[config.mk]
export PLATFORM = sky130hd
export DESIGN_NAME = screensaver_motion_ctrl
export DESIGN_NICKNAME = d
export VERILOG_FILES = /design/src/rtl/screensaver_motion_ctrl.sv
export SDC_FILE = /design/constraint.sdc
export NUM_CORES = 1
export LEC_CHECK = 0
export CAP_MARGIN = 20
export CORE_ASPECT_RATIO = 0.9
export CORE_MARGIN = 5
export CORE_UTILIZATION = 60
export CTS_BUF_LIST = sky130_fd_sc_hd__clkbuf_4 sky130_fd_sc_hd__clkbuf_8
export DETAILED_ROUTE_END_ITERATION = 8
export GPL_TIMING_DRIVEN = 1
export PLACE_DENSITY = 0.95
export SYNTH_ARGS = -nofsm -noshare
export SYNTH_HDL_FRONTEND = slang
export SYNTH_SLANG_ARGS = --single-unit
[constraint.sdc]
create_clock -name clk -period 7.5 [get_ports clk]
set_input_delay 1.5 -clock clk [delete_from_list [all_inputs] [get_ports clk]]
set_output_delay 1.5 -clock clk [all_outputs]
set_load 0.05 [all_outputs]
[src/rtl/screensaver_motion_ctrl.sv]
// Bouncing-logo motion sequencer, run once per frame in vblank.
// Steps the logo, reflects at the walls, advances colour on bounce.
module screensaver_motion_ctrl #(
  parameter int H_ACTIVE = 640,
  parameter int V_ACTIVE = 480,
  parameter int LOGO_W   = 64,
  parameter int LOGO_H   = 32,
  parameter int X_INIT   = 288,
  parameter int Y_INIT   = 224,
  parameter int COLORS   = 8
) (
  input  logic       clk,
  input  logic       rst_n,
  input  logic       enable,
  input  logic       pause,
  input  logic       frame_start,
  input  logic [2:0] speed,
  output logic [9:0] logo_x,
  output logic [9:0] logo_y,
  output logic [2:0] color_idx,
  output logic       bounce,
  output logic       corner,
  output logic       busy
);

  localparam logic [9:0] X_MAX  = 10'(H_ACTIVE - LOGO_W);
  localparam logic [9:0] Y_MAX  = 10'(V_ACTIVE - LOGO_H);
  localparam logic [9:0] X_RST  = 10'(X_INIT);
  localparam logic [9:0] Y_RST  = 10'(Y_INIT);
  localparam logic [2:0] C_LAST = 3'(COLORS - 1);

  typedef enum logic [1:0] {
    IDLE,
    MOVE,
    DONE
  } state_t;

  state_t     state;
  state_t     state_n;
  logic [2:0] cnt;
  logic       dir_x;
  logic       dir_y;
  logic       x_hit;
  logic       y_hit;

  logic       start;
  logic       last;
  logic       x_wall;
  logic       y_wall;
  logic       dir_x_n;
  logic       dir_y_n;
  logic [9:0] x_next;
  logic [9:0] y_next;
  logic       x_hit_n;
  logic       y_hit_n;
  logic       any_hit;
  logic [2:0] color_inc;

  assign start = frame_start & enable & ~pause
               & (speed != 3'd0);
  assign last  = (cnt == 3'd1);

  // per-axis reflection: a wall flips the direction before stepping
  always_comb begin
    x_wall  = dir_x ? (logo_x == X_MAX) : (logo_x == 10'd0);
    y_wall  = dir_y ? (logo_y == Y_MAX) : (logo_y == 10'd0);
    dir_x_n = dir_x ^ x_wall;
    dir_y_n = dir_y ^ y_wall;
    x_next  = dir_x_n ? logo_x + 10'd1 : logo_x - 10'd1;
    y_next  = dir_y_n ? logo_y + 10'd1 : logo_y - 10'd1;
    x_hit_n = x_hit | x_wall;
    y_hit_n = y_hit | y_wall;
    any_hit = x_hit_n | y_hit_n;
    if (color_idx == C_LAST) begin
      color_inc = 3'd0;
    end else begin
      color_inc = color_idx + 3'd1;
    end
  end

  // state register
  always_ff @(posedge clk or negedge rst_n) begin
    if (!rst_n) begin
      state <= IDLE;
    end else begin
      state <= state_n;
    end
  end

  // next-state decode
  always_comb begin
    state_n = state;
    unique case (state)
      IDLE: begin
        if (start) begin
          state_n = MOVE;
        end
      end
      MOVE: begin
        if (!enable) begin
          state_n = IDLE;
        end else if (last) begin
          state_n = DONE;
        end
      end
      DONE: begin
        state_n = IDLE;
      end
      default: begin
        state_n = IDLE;
      end
    endcase
  end

  // motion datapath; bounce/colour resolve on the edge into DONE
  always_ff @(posedge clk or negedge rst_n) begin
    if (!rst_n) begin
      logo_x    <= X_RST;
      logo_y    <= Y_RST;
      dir_x     <= 1'b1;
      dir_y     <= 1'b1;
      color_idx <= 3'd0;
      bounce    <= 1'b0;
      corner    <= 1'b0;
      busy      <= 1'b0;
      x_hit     <= 1'b0;
      y_hit     <= 1'b0;
      cnt       <= 3'd0;
    end else begin
      busy   <= (state_n != IDLE);
      bounce <= 1'b0;
      corner <= 1'b0;
      unique case (state)
        IDLE: begin
          if (start) begin
            cnt <= speed;
          end
        end
        MOVE: begin
          if (enable) begin
            logo_x <= x_next;
            logo_y <= y_next;
            dir_x  <= dir_x_n;
            dir_y  <= dir_y_n;
            x_hit  <= x_hit_n;
            y_hit  <= y_hit_n;
            cnt    <= cnt - 3'd1;
            if (last) begin
              bounce <= any_hit;
              corner <= x_hit_n & y_hit_n;
              if (any_hit) begin
                color_idx <= color_inc;
              end
            end
          end else begin
            x_hit <= 1'b0;
            y_hit <= 1'b0;
            cnt   <= 3'd0;
          end
        end
        DONE: begin
          x_hit <= 1'b0;
          y_hit <= 1'b0;
        end
        default: begin
          x_hit <= 1'b0;
          y_hit <= 1'b0;
        end
      endcase
    end
  end

endmodule

==> results of run 1 <==
-- cells in the final DEF, fill, tap and decap left out, drive strengths merged, types with 3 or more instances in the layout --
master,count
xor2,8
nand2b,4
a21o,5
clkinv,3
a21oi,13
inv,8
a211oi,10
clkdlybuf4s50,33
xnor2,8
or3,3
nor3,6
clkbuf,5
o21ai,29
ha,20
mux2,5
nor2,12
or4,4
a21boi,3
dfrtp,28
nand3,3
o31ai,3
nand2,31
dfstp,7
-- path summary, 6_finish.rpt --
check / start / end / cells past startpoint
hold / removal: logo_y[9] / logo_y[9] / 1
hold reg to reg: logo_y[9] / logo_y[9] / 1
max in group asynchronous: rst_n / logo_x[5] / 2
setup reg to reg: logo_x[0] / logo_x[7] / 10
setup / recovery: logo_x[0] / logo_x[7] / 10
min in group asynchronous: rst_n / logo_x[6] / 2
-- layout make-up --
cell class	count	area (µm²)	share of cell area (%)
inverter	8	30.0	1.13
timing repair buffer	34	338	12.7
clock inverter	3	15.0	0.563
tap	44	55.1	2.06
multi-input combinational	185	1280	47.9
clock buffer	5	68.8	2.58
sequential	35	885	33.1
-- kinds of logic (layout without fill, tap and decap cells) --
family                   after synthesis  in the layout  share of synthesized area (%)
AO/OA/AOI/OAI                         71             71                           20.0
AND/OR/NAND/NOR                       71             71                           15.8
flip-flops                            35             35                           40.1
adder cells (fa/ha/maj)               22             22                           13.2
XOR/XNOR                              16             16                           6.35
buffers and inverters                 12             50                           2.04
multiplexers                           5              5                           2.55
-- layer usage --
layer	up-vias	global-route usage [%]	part of all wire [%]
met1	890	26.8	45
met4	0	6.79	1.4
met5	-	0	0
li1	915	-	-
met3	10	5.21	5.4
met2	49	36.6	48
-- worst max-delay path, stage by stage (launching register included) --
cell and delay (ps):
dfrtp_1 470, or4_1 590, or2_4 270, a211oi_4 550, ha_1 360, a211oi_1 330, o21bai_1 140, a21oi_1 270
o21ai_0 180, xnor2_1 150, o21ai_0 80
-- sequential cells by signal, indices dropped and copies added (netlist names) --
name       flops
dir_x          1
dir_y          1
cnt            3
color_idx      3
busy           1
logo_y        10
x_hit          1
y_hit          1
state          2
logo_x        10
corner         1
bounce         1
-- metrics by stage --
step	hold slack [ps]	util [%]	instance area, µm²
after floorplan	451	-	2210
after global placement	467	74.9	2580
after detailed placement	482	74.9	2580
after CTS	494	77.3	2670
after global routing	532	77.3	2670
final	497	77.3	2670
==> results.md, run 1 <==
* Crit end category: flip-flop
* Core area at 3450 µm²
* Die Y at 67.5 µm
* Status: finished clean
* Final WS setup at 3960 ps
* Via count at 1864
* Fin cells at 314
* Fin Clk Skew at 9.07 ps
* # setup viols final at 0
* Ys flop type: dfrtp_1
* Port buffer count at 33
* Vias in the first global route at approximately 1800
* Average cell area after synthesis at 9.51 µm²
* Nets at between 200 and 300
* Post-synthesis instance total at 232
* Yosys top cell by area: dfrtp_1
* Crit path time final at 3540 ps
* Top-count cell post-synth: nand2_1
* Highest Clock Rate at approximately 0.28 GHz
* Synth cell count leaders: nand2_1 (30), o21ai_0 (29), dfrtp_1 (28)
* Clock-pin slew on the worst setup and hold paths at 80 ps
* RSZ-0062 raised after global routing: no
* Critical Path AT at approximately 3700 ps
* Initial DRC count at 111
* Hold-fix buffers, CTS at 0
* Setup Fix Bufs, Post-CTS at 0
* Root Driver: clkbuf_8
* GPL Wtd Cong at 0.874
* Largest net degree at the start of global routing at 47
* Post-DRT Antenna Nets at 0
* Routed len/inst at approximately 15 µm
* Worst slew margin at a little under two fifths
* YS warnings at 0
* Max-slew violations at 0
* Yosys reg bits at 35
* Post-CTS Resized at 0
* Final HPWL DP at 3350 µm
* Placed instance count at 306
* Die footprint at 4990 µm²
* Max Cap Violations at 0
* Setup tns final at 0 ps
* First-pass GRT wire length at approximately 8200 µm
* Yosys top cell area share at 31.7%
* Total congestion overflow at 0
* Post-synth EDFFs at 0
* # DRC at 0
* Routed wire length at 4750 µm
* Rows at 20
* Total Routing Usage GR at a little over a fifth
* H-tree levels at 2
* Max Buffers Root-to-Sink at 2
* Via density at 5.94
* Hold Path Class: flip-flop to flip-flop
* Ant diodes at 0
* Pre-CTS worst setup slack at 4000 ps
* Req. time, crit path at 7640 ps
* Starting Density at 63.9%
* Critical Path Source Type: flip-flop
* Post-Synthesis Cell Area at between 2000 and 2500 µm²
* IO Pins at 34
* Share of layout cells above drive strength 1 at 10.0%
* Syn Nets at 262
* CP Class: flip-flop to flip-flop
* Period utilization at 47.2%
* Top cells by area, synth: dfrtp_1 (32%), ha_1 (11%), dfstp_2 (8.3%)
* Worst-Skew Late Latency at about 290 ps
* Number of filler cells placed in the layout at ~240
* Inserted Clock Buffers at 5
* Register area share after synthesis at 40.1%
* First-pass DRT Iterations at 4
* Die width at 73.9 µm
* Async SR Flop Fraction at 100%
* Worst slew pin tran at 936 ps
* Final Hold Vio Count at 0
* Antenna violations before repair at 0
* Reg2Reg Setup Slack at 3960 ps
* Synth cell types at 38
* Layout area overhead at 20.9%
* Clock sink total at 35
* CP max FO at 12
* TritonCTS clock tree: built
Power of run 1 is left out: the tool's default activity adds up to more than one toggle a clock period on the data nets, which glitch-free logic cannot reach.
==> inputs of run 2 (changes only) <==
CORE_UTILIZATION = 50   (was 60)
PLACE_DENSITY = 0.88   (was 0.95)
clock period = 3.12 ns   (was 7.5 ns; I/O delays follow)
==> run 2 against run 1 <==
  * The flow now finishes with violations (setup timing)
  * Die area increased by 17%
  * Routed wire length increased by 21%
  * Clock skew decreased by 0.66 ps
  * Critical path depth increased by 2
  * First-iteration DRC count decreased by 11%
  * Highest routed layer unchanged
==> results.md, run 2 (synthesis gave the netlist of run 1 again) <==
* First-pass GRT wire length at 8840 µm (+7.6%)
* Status: complete, but fails checks
* Placed inst area at 2720 µm² (+5.4%)
* Routed len/inst at 16.4 µm (+8.6%)
* Hold depth at 2 (+1)
* Root Driver: clkbuf_8
* Worst path slowest cell: or4_4
* Max Buffers Root-to-Sink at 2 (unchanged)
* Routed wire length at 5760 µm (+21%)
* First-pass DRT Iterations at 4 (unchanged)
* Post-DRT Antenna Nets at 0 (unchanged)
* Max-slew violations at 0 (unchanged)
* Total congestion overflow at 0 (unchanged)
* Worst slew pin tran at 800 ps (-136 ps)
* CP Depth at 12 (+2)
* Max Cap Violations at 0 (unchanged)
* DRT met1 WL at 2480 µm (+15%)
* Path depth of the worst reg2reg path at 12 (+2)
* Period utilization at 103% (+55 points)
* Total Routing Usage GR at 19.1% (-2.3 points)
* Failing checks: setup timing
* H-tree levels at 2 (unchanged)
* Commonest cells after routing, fill and taps aside: clkdlybuf4s50_1 (33), nand2_1 (29), o21ai_0 (25)
* Crit end category: flip-flop
* Clock-pin slew on the worst setup and hold paths at 70 ps (about the same)
* Die Y at 73.0 µm (+8.1%)
* CP Class: flip-flop to flip-flop
* Hold Path Class: flip-flop to flip-flop
* Crit path time final at 3200 ps (-339 ps)
* Port buffer count at 33 (unchanged)
* # setup viols final at 2 (+2)
* Vias in the first global route at 1933 (+9.0%)
* Starting Density at 50.5% (-13 points)
* Initial DRC count at 99 (-11%)
* Hold Slack at 492 ps (-4.72 ps)
* Core area at 4370 µm² (+27%)
* Clock sink total at 35 (unchanged)
* Final Hold Vio Count at 0 (unchanged)
* Die footprint at 5840 µm² (+17%)
* WP buf/inv at 2 (+2)
* Share of layout cells above drive strength 1 at 26.6% (+17 points)
* Top Metal Used: met4
* Req. time, crit path at 3330 ps (-4310 ps)
* Delay-heaviest family, CP: simple AND/OR/NAND/NOR gates
* Via count at 1965 (+5.4%)
* Worst slew margin at 46.5% (+8.9 points)
* Final HPWL DP at 3490 µm (+4.0%)
* Die width at 80.0 µm (+8.3%)
* Highest Clock Rate at 0.312 GHz (+11%)
* Commonest non-fill, non-tap cell in the layout: clkdlybuf4s50_1
* TritonCTS clock tree: built
* Rows at 23 (+15%)
* Inserted Clock Buffers at 5 (unchanged)
* Met3 WL at 211 µm (-17%)
* Nets at 318 (+6.4%)
* IO Pins at 34 (unchanged)
* Largest net degree at the start of global routing at 47 (unchanged)
* # DRC at 0 (unchanged)
* Slowest stage delay, CP at 540 ps (-50 ps)
* CP max FO at 6 (-6)
* Antenna violations before repair at 0 (unchanged)
* Worst-Skew Late Latency at 290 ps (about the same)
* WL met2 at 2960 µm (+31%)
* Fin Clk Skew at 8.41 ps (-0.657 ps)
* GPL Wtd Cong at 0.883 (+1.0%)
* Layout area overhead at 38.4%
* Critical Path Source Type: flip-flop
* Worst-path cell chain: or4_4 > or2_4 > a211oi_4 > buf_12 > buf_6 > ha_1 > nand2_1 > a211oi_2 > a21oi_2 > and3b_1 > nor3_2 > xor2_1
* Ant diodes at 0 (unchanged)
* Final WS setup at -82.2 ps (-4040 ps)
* Largest regs: logo_x: 10 flops, logo_y: 10 flops
* Via density at 5.60 (-5.7%)
* Design area at 3060 µm² (+14%)
* Critical Path AT at 3410 ps (-270 ps)
-- run 2: cell count changes in the layout (fill, tap and decap cells not counted), moves of 4 or more --
| cell | before | now |
|---|---|---|
| a21oi_2 | 0 | 4 |
| ha_1 | 20 | 15 |
| a211oi_1 | 9 | 3 |
| dfrtp_2 | 0 | 4 |
| ha_4 | 0 | 4 |
| a211oi_2 | 0 | 6 |
| a21oi_1 | 13 | 9 |
| o21ai_0 | 29 | 25 |
| dfrtp_1 | 28 | 24 |
| buf_4 | 1 | 17 |
-- run 2: metal layers --
layer | global-route usage (%) | up-vias
met5 | 0 | -
met4 | 7.69 | 0
met3 | 3.58 | 13
met2 | 33.2 | 64
met1 | 23.4 | 940
li1 | - | 948
-- run 2: layout make-up --
type / instances / area, µm²
tap: 62 / 77.6
clock buffer: 5 / 68.8
multi-input combinational: 186 / 1490
timing repair buffer: 52 / 489
fill: 318 / 1320
inverter: 8 / 30.0
clock inverter: 3 / 15.0
sequential: 35 / 890
-- run 2: worst register-to-register path: stages (launching register included) --
cell and delay, ps:
dfrtp_2 430, or4_4 540, or2_4 290, a211oi_4 360, buf_12 180, buf_6 110
ha_1 200, nand2_1 90, a211oi_2 260, a21oi_2 70, and3b_1 200, nor3_2 170
xor2_1 210
-- run 2: final timing paths --
check                      startpoint   endpoint  slack [ps]
min                             x_hit      x_hit         490
min reg2reg                     x_hit      x_hit         490
min in group asynchronous       rst_n   state[0]         750
max                         logo_x[4]  logo_x[9]         -80
max in group asynchronous       rst_n      dir_x        2020
max reg2reg                 logo_x[4]  logo_x[9]         -80
-- run 2: stage by stage --
stage	setup TNS, ps	setup WS [ps]	cells	utilization (%)
after CTS	0	0.358	347	65.3
final	-88.5	-82.2	351	69.9
after detailed placement	-30.7	-29.3	338	62.3
after global placement	0	19.7	338	62.3
after global routing	-788	-188	351	69.9
after floorplan	-3.74	-3.74	232	-
-- run 2: what timing repair did --
item,CTS,global route
buffers inserted,0,4
hold buffers,0,0
setup endpoints to repair,2,9
pin swaps,1,8
resized for setup,6,32
gates cloned,1,0
Power of run 2 is left out for the same reason.
